==> config.mk <==
export PLATFORM = sky130hd
export DESIGN_NAME = fetch_ctrl
export DESIGN_NICKNAME = d
export VERILOG_FILES = /design/src/rtl/fetch_ctrl.sv
export SDC_FILE = /design/constraint.sdc
export NUM_CORES = 1
export LEC_CHECK = 0
export CORE_ASPECT_RATIO = 0.9
export CORE_MARGIN = 2
export CORE_UTILIZATION = 50
export DETAILED_ROUTE_END_ITERATION = 8
export PLACE_DENSITY_LB_ADDON = 0.3
export SYNTH_ARGS = -nofsm -noshare
export SYNTH_HDL_FRONTEND = slang
export SYNTH_SLANG_ARGS = --single-unit
==> constraint.sdc <==
create_clock -name clk -period 5.3 [get_ports clk]
set_clock_uncertainty 0.1 [all_clocks]
set_input_delay 0.53 -clock clk [delete_from_list [all_inputs] [get_ports clk]]
set_output_delay 0.53 -clock clk [all_outputs]
set_load 0.03 [all_outputs]
==> src/rtl/fetch_ctrl.sv <==
// Instruction fetch controller: drives the instruction memory request, buffers
// one fetched word for IF/ID, and handles EX redirects, including in-flight drops.
module fetch_ctrl #(
    parameter logic [31:0] RESET_PC = 32'h0000_0000
) (
    input  logic        clk,
    input  logic        rst,
    input  logic        stall_i,
    input  logic        redirect_i,
    input  logic [31:0] redirect_pc_i,
    output logic        imem_req_o,
    output logic [31:0] imem_addr_o,
    input  logic        imem_ack_i,
    input  logic [31:0] imem_rdata_i,
    output logic [31:0] pc_o,
    output logic        if_valid_o,
    output logic [31:0] if_instr_o,
    output logic [31:0] if_pc_o,
    output logic        flush_o
);

    typedef enum logic [1:0] {IDLE, FETCH, DROP} state_t;

    state_t      state_q, state_d;
    logic [31:0] pc_q, pc_d;
    logic [31:0] instr_q, instr_d;
    logic [31:0] ifpc_q, ifpc_d;
    logic [31:0] target_q, target_d;
    logic        valid_q, valid_d;
    logic        flush_q;
    logic [31:0] redirect_tgt;
    logic        consume;

    assign redirect_tgt = redirect_pc_i & 32'hFFFF_FFFC;
    assign consume      = valid_q && !stall_i;

    always_comb begin
        state_d    = state_q;
        pc_d       = pc_q;
        instr_d    = instr_q;
        ifpc_d     = ifpc_q;
        target_d   = target_q;
        valid_d    = valid_q;
        imem_req_o = 1'b0;
        unique case (state_q)
            IDLE: begin
                state_d = FETCH;
                if (redirect_i) begin
                    pc_d    = redirect_tgt;
                    valid_d = 1'b0;
                end
            end
            FETCH: begin
                imem_req_o = !valid_q || !stall_i;
                if (redirect_i) begin
                    valid_d = 1'b0;
                    // An unacked request cannot be withdrawn; park the target until it returns.
                    if (imem_req_o && !imem_ack_i) begin
                        target_d = redirect_tgt;
                        state_d  = DROP;
                    end else begin
                        pc_d = redirect_tgt;
                    end
                end else if (imem_req_o && imem_ack_i) begin
                    instr_d = imem_rdata_i;
                    ifpc_d  = pc_q;
                    valid_d = 1'b1;
                    pc_d    = pc_q + 32'd4;
                end else if (consume) begin
                    valid_d = 1'b0;
                end
            end
            DROP: begin
                imem_req_o = 1'b1;
                valid_d    = 1'b0;
                if (redirect_i) begin
                    target_d = redirect_tgt;
                end
                if (imem_ack_i) begin
                    pc_d    = redirect_i ? redirect_tgt : target_q;
                    state_d = FETCH;
                end
            end
            default: state_d = IDLE;
        endcase
    end

    always_ff @(posedge clk) begin
        if (!rst) begin
            state_q  <= IDLE;
            pc_q     <= RESET_PC;
            instr_q  <= '0;
            ifpc_q   <= '0;
            target_q <= '0;
            valid_q  <= 1'b0;
            flush_q  <= 1'b0;
        end else begin
            state_q  <= state_d;
            pc_q     <= pc_d;
            instr_q  <= instr_d;
            ifpc_q   <= ifpc_d;
            target_q <= target_d;
            valid_q  <= valid_d;
            flush_q  <= redirect_i;
        end
    end

    assign imem_addr_o = pc_q;
    assign pc_o        = pc_q;
    assign if_valid_o  = valid_q;
    assign if_instr_o  = instr_q;
    assign if_pc_o     = ifpc_q;
    assign flush_o     = flush_q;

endmodule
Word-level counts from Yosys, hierarchy flattened --
Cells that the tools add are included.
Word-level totals: input port bits 69, word-level logic and storage cells 53, bits in registers 132
Operators by class: reductions and logical operators 15, equality and inequality tests 9, add/sub/neg operators 1, mux-type cells 20, bitwise operators 1
Operators with widths (count):
- $mux W32 | 8
- $pmux W32 S3 | 1
- $pmux W32 S2 | 1
- $add A32 B3 Y32 const B | 1
- $reduce_and A3 Y1 | 4
- $ne A2 B2 Y1 const B | 4
- $mux W2 | 3
- $ne A3 B3 Y1 const B | 2
- $pmux W2 S3 | 1
- $reduce_and A5 Y1 | 1
- $mux W1 | 4
- $ne A4 B4 Y1 const B | 1
- $logic_and A1 B1 Y1 | 3
- $logic_not A1 Y1 | 3
- $pmux W1 S3 | 1
- $reduce_bool A3 Y1 | 1
- $eq A2 B1 Y1 const B | 1
- $eq A2 B2 Y1 const B | 1
- $logic_not A2 Y1 | 1
- $pmux W1 S2 | 1
- $reduce_bool A2 Y1 | 1
- $logic_or A1 B1 Y1 | 1
- $not A1 Y1 | 1

Longest topological paths before layout --
depth in word-level cells 6, mapped depth 10, mapped depth without buffers 7

Worst setup path before layout --
OpenSTA, ideal clock, no wires.
path type register -> output, from register state_q[0], to output imem_req_o, slack 3.031 ns, arrival 1.639 ns, cell stages (with the launch flop) 7, path through dfxtp_1 > inv_1 > ha_1 > clkbuf_1 > buf_1 > a21oi_1 > nor2_1
On the way: longest elaborated chain between the ends 2, elaborated cells on any way between the ends 3, classes of those cells eq/ne: 2; mux: 1
Ends and longest elaborated chain:
- start, declared | RTL line 24 | state_t state_q, state_d;
- start signal, assigned | RTL line 98 | state_q <= state_d;
- $eq A2 B2 Y1 / $eq A2 B1 Y1 (equally long branches) | RTL line 45 | unique case (state_q)
- $pmux W1 S2 * | RTL line 45
- end, declared | RTL line 11 | output logic imem_req_o,
Mark *: on every way between the ends. The rest lies on a longest branch, timed or not.

Worst setup path after layout --
from input redirect_i, to register pc_q[30] (netlist: imem_addr_o[30])
On the way: longest elaborated chain between the ends 3, elaborated cells on any way between the ends 8, classes of those cells eq/ne: 3; mux: 4; reduce/logical: 1
Ends and longest elaborated chain:
- start, declared | RTL line 9 | input logic redirect_i,
- $mux W32
- $mux W32 | RTL line 79 | if (imem_ack_i) begin
- $pmux W32 S3 | RTL line 45
- end signal, assigned | RTL line 99 | pc_q <= pc_d;
- end, declared | RTL line 25 | logic [31:0] pc_q, pc_d;
Parallel ways exist; a longest one is shown, timed or not. The select of a mux whose other input is x is not followed. A chain may end at the register's enable or synchronous reset.

==> impl_metrics.json <==
{
  "status": "completed",
  "p_leak_nw": 3.04,
  "power_density_nw_per_um2": 373,
  "required_ns": 5.54,
  "drc": 0,
  "fin_cells": 1176,
  "dr.pass1.iters": 8,
  "numCtsBuffers": 17,
  "grt_use_total": 0.280,
  "synth_fp_nets": 947,
  "rsz0062_at_grt": "no",
  "fin_setup_tns_ns": 0,
  "coreArea_um2": 13200,
  "tightest_slew_ns": 1.19,
  "cts_tree": "built",
  "reg2reg_depth": 8,
  "seqCellArea_um2": 2640,
  "num-fill-cells": 1097,
  "dieHeight_um": 114,
  "ant_nets": 0,
  "cts.sinks": 132,
  "postCtsSetupBuffers": 0,
  "finalMaxSlewViolations": 0,
  "critPathMaxFanout": 57,
  "synthesis.area_um2": 6700,
  "via_per_inst": 5.82,
  "hold_buffers": 0,
  "post_cts_resized": 0,
  "synth.distinct_cells": 65,
  "dp.cells": 1148,
  "fin_crit_ns": 3.49,
  "yosysWarnings": 0,
  "area_growth_pct": 34.2,
  "holdPathStages": 2,
  "overflow": 0,
  "avgSynthCellArea_um2": 7.67,
  "gp_congestion": 0.916,
  "place_hpwl_um": 13900,
  "final_min_period_over_clock_period": 0.659,
  "portBuffers": 197,
  "finalSetupViolations": 0,
  "startpoint_type": "input port",
  "grt_pass1_vias": 5973,
  "min_path_type": "reg2reg",
  "nNetsFinal": 1073,
  "synth-seq-cells": 132,
  "finalHoldViolCount": 0,
  "antenna_found_initial": 0,
  "max-cap-violations": 0,
  "ios": 200,
  "drt_iter0_drc": 801,
  "clock_latency_ns": 0.42,
  "cts.path.max_buffers": 2,
  "max_slew_margin": 0.208,
  "dieArea_um2": 14300,
  "drive_gt1_frac": 0.0565,
  "num_rows": 40,
  "seq_area_frac_synth": 0.394,
  "ys.flop_type": "dfxtp_1",
  "syn_inst": 873,
  "synth_edf_count": 0,
  "clk_pin_slew_ns": 0.05,
  "async_flop_share": 0,
  "cp-end-kind": "flop",
  "drt-total-wl_um": 20800,
  "start_util": 0.507,
  "max_freq_mhz": 286,
  "wl_per_cell_um": 17.7,
  "multi_input_area_um2": 3480,
  "n_antenna_cell": 0,
  "vias": 6849,
  "die_w_um": 126,
  "h-tree-depth": 4,
  "grt_max_degree": 74,
  "cts-root-buf": "clkbuf_16",
  "grt_pass1_wl_um": 32200,
  "ir_worst_vdd_mv": 0.243,
  "arrival_ns": 3.73,
  "critical_path_class": "in2reg"
}
-- worst max-delay path, cell delays in order --
cell             delay (ns)
clkdlybuf4s50_1        0.76
buf_4                  0.43
and2b_1                0.58
nand3_2                0.36
buf_4                  0.44
nor4_1                 0.34
mux2i_1                0.11
a31oi_1                0.16
-- worst paths after layout --
path | startpoint | to | slack, ns
worst max-delay path | redirect_i | imem_addr_o[30] | 1.81
worst min-delay path | if_instr_o[15] | if_instr_o[15] | 0.35
worst max register to register | state_q[0] | imem_addr_o[10] | 1.82
worst min register to register | if_instr_o[15] | if_instr_o[15] | 0.35
-- logic make-up after synthesis --
group	share of synthesized area
multiplexers	0.0317
XOR/XNOR	0.0118
flip-flops	0.394
AND/OR/NAND/NOR	0.248
AO/OA/AOI/OAI	0.217
buffers and inverters	0.0876
adder cells (fa/ha/maj)	0.00934
-- per-stage QoR --
step	hold WS, ns	cell area [um^2]	total power, mW	setup slack, ns	util
6_report	0.351	8990	3.35	1.81	0.680
5_1_grt	0.365	8990	3.49	1.60	0.680
4_1_cts	0.353	8990	3.35	1.87	0.680
3_5_place_dp	0.345	8430	2.23	1.47	0.638
3_3_place_gp	0.340	8430	2.21	1.54	0.638
2_1_floorplan	0.334	6700	1.88	3.03	-
-- report_power, final --
group	internal (mW)	total (mW)	switching [mW]
Combinational	0.391	1.01	0.615
Sequential	1.07	1.22	0.148
Clock	0.716	1.13	0.409
Total	2.18	3.35	1.17
-- per-layer routing --
layer | wire (um) | vias up | part of all wire | GRT usage
met3 | 1970 | 33 | 0.095 | 0.0647
met4 | 357 | 0 | 0.017 | 0.0960
met1 | 9020 | 3140 | 0.43 | 0.396
met2 | 9410 | 384 | 0.45 | 0.421
li1 | - | 3292 | - | -
met5 | 0 | - | 0 | 0
-- cells in the final DEF, fill, tap and decap left out, types with 3 or more instances in the layout --
cell / instances
and3_1: 6
xnor2_1: 7
o211ai_1: 7
and4_1: 3
a31oi_1: 15
mux2_2: 10
nor4_1: 6
clkdlybuf4s50_1: 197
a211oi_1: 5
a31o_1: 3
or4_1: 7
o32ai_1: 5
a221oi_1: 9
buf_4: 12
clkinv_2: 3
nand3_1: 12
inv_1: 10
ha_1: 5
a211o_1: 3
a32oi_1: 3
clkbuf_16: 17
nor3_1: 13
dfxtp_1: 132
o2111ai_1: 5
clkbuf_1: 3
nand4_1: 13
nor2_1: 39
nor2b_1: 3
nand2b_1: 3
nand2_1: 225
mux2i_1: 10
a22o_1: 8
and2_1: 9
a22oi_1: 8
or3_1: 5
a21oi_1: 112
clkbuf_8: 3
o21ai_0: 29
-- registers in the layout, indices dropped and copies added, names as in the netlist --
signal       count
flush_o          1
target_q        32
imem_addr_o     32
if_instr_o      32
state_q          2
if_valid_o       1
if_pc_o         32
-- layout make-up --
cell class | count | share of cell area
sequential | 132 | 0.294
timing repair buffer | 209 | 0.229
clock buffer | 23 | 0.0532
tap | 168 | 0.0234
multi-input combinational | 628 | 0.387
inverter | 11 | 0.00473
clock inverter | 5 | 0.00863
-- cell usage after synthesis (3+ instances only) --
cell / instances / share of area
o21ai_0: 29 / 0.022
and2_1: 9 / 0.0084
and3_1: 7 / 0.0065
xnor2_1: 7 / 0.0092
nor3_1: 13 / 0.0097
buf_2: 25 / 0.019
clkbuf_1: 38 / 0.021
a32oi_1: 3 / 0.0039
o211ai_1: 7 / 0.0078
nand2_1: 225 / 0.13
buf_4: 33 / 0.037
a31oi_1: 15 / 0.014
a22oi_1: 8 / 0.0090
dfxtp_1: 132 / 0.39
a211oi_1: 5 / 0.0056
o2111ai_1: 5 / 0.0065
a211o_1: 3 / 0.0039
a221oi_1: 9 / 0.012
nor2b_1: 3 / 0.0028
o32ai_1: 5 / 0.0065
or3_1: 5 / 0.0047
nand4_1: 13 / 0.012
nand3_1: 13 / 0.0097
and4_1: 3 / 0.0039
or4_1: 7 / 0.0078
a31o_1: 3 / 0.0039
mux2_2: 10 / 0.017
buf_1: 5 / 0.0028
mux2i_1: 10 / 0.015
a22o_1: 8 / 0.010
nand2b_1: 3 / 0.0028
nor4_1: 6 / 0.0056
nor2_1: 39 / 0.022
ha_1: 5 / 0.0093
a21oi_1: 112 / 0.084
inv_1: 11 / 0.0062
Note: power is estimated with default switching activity, not from simulation.
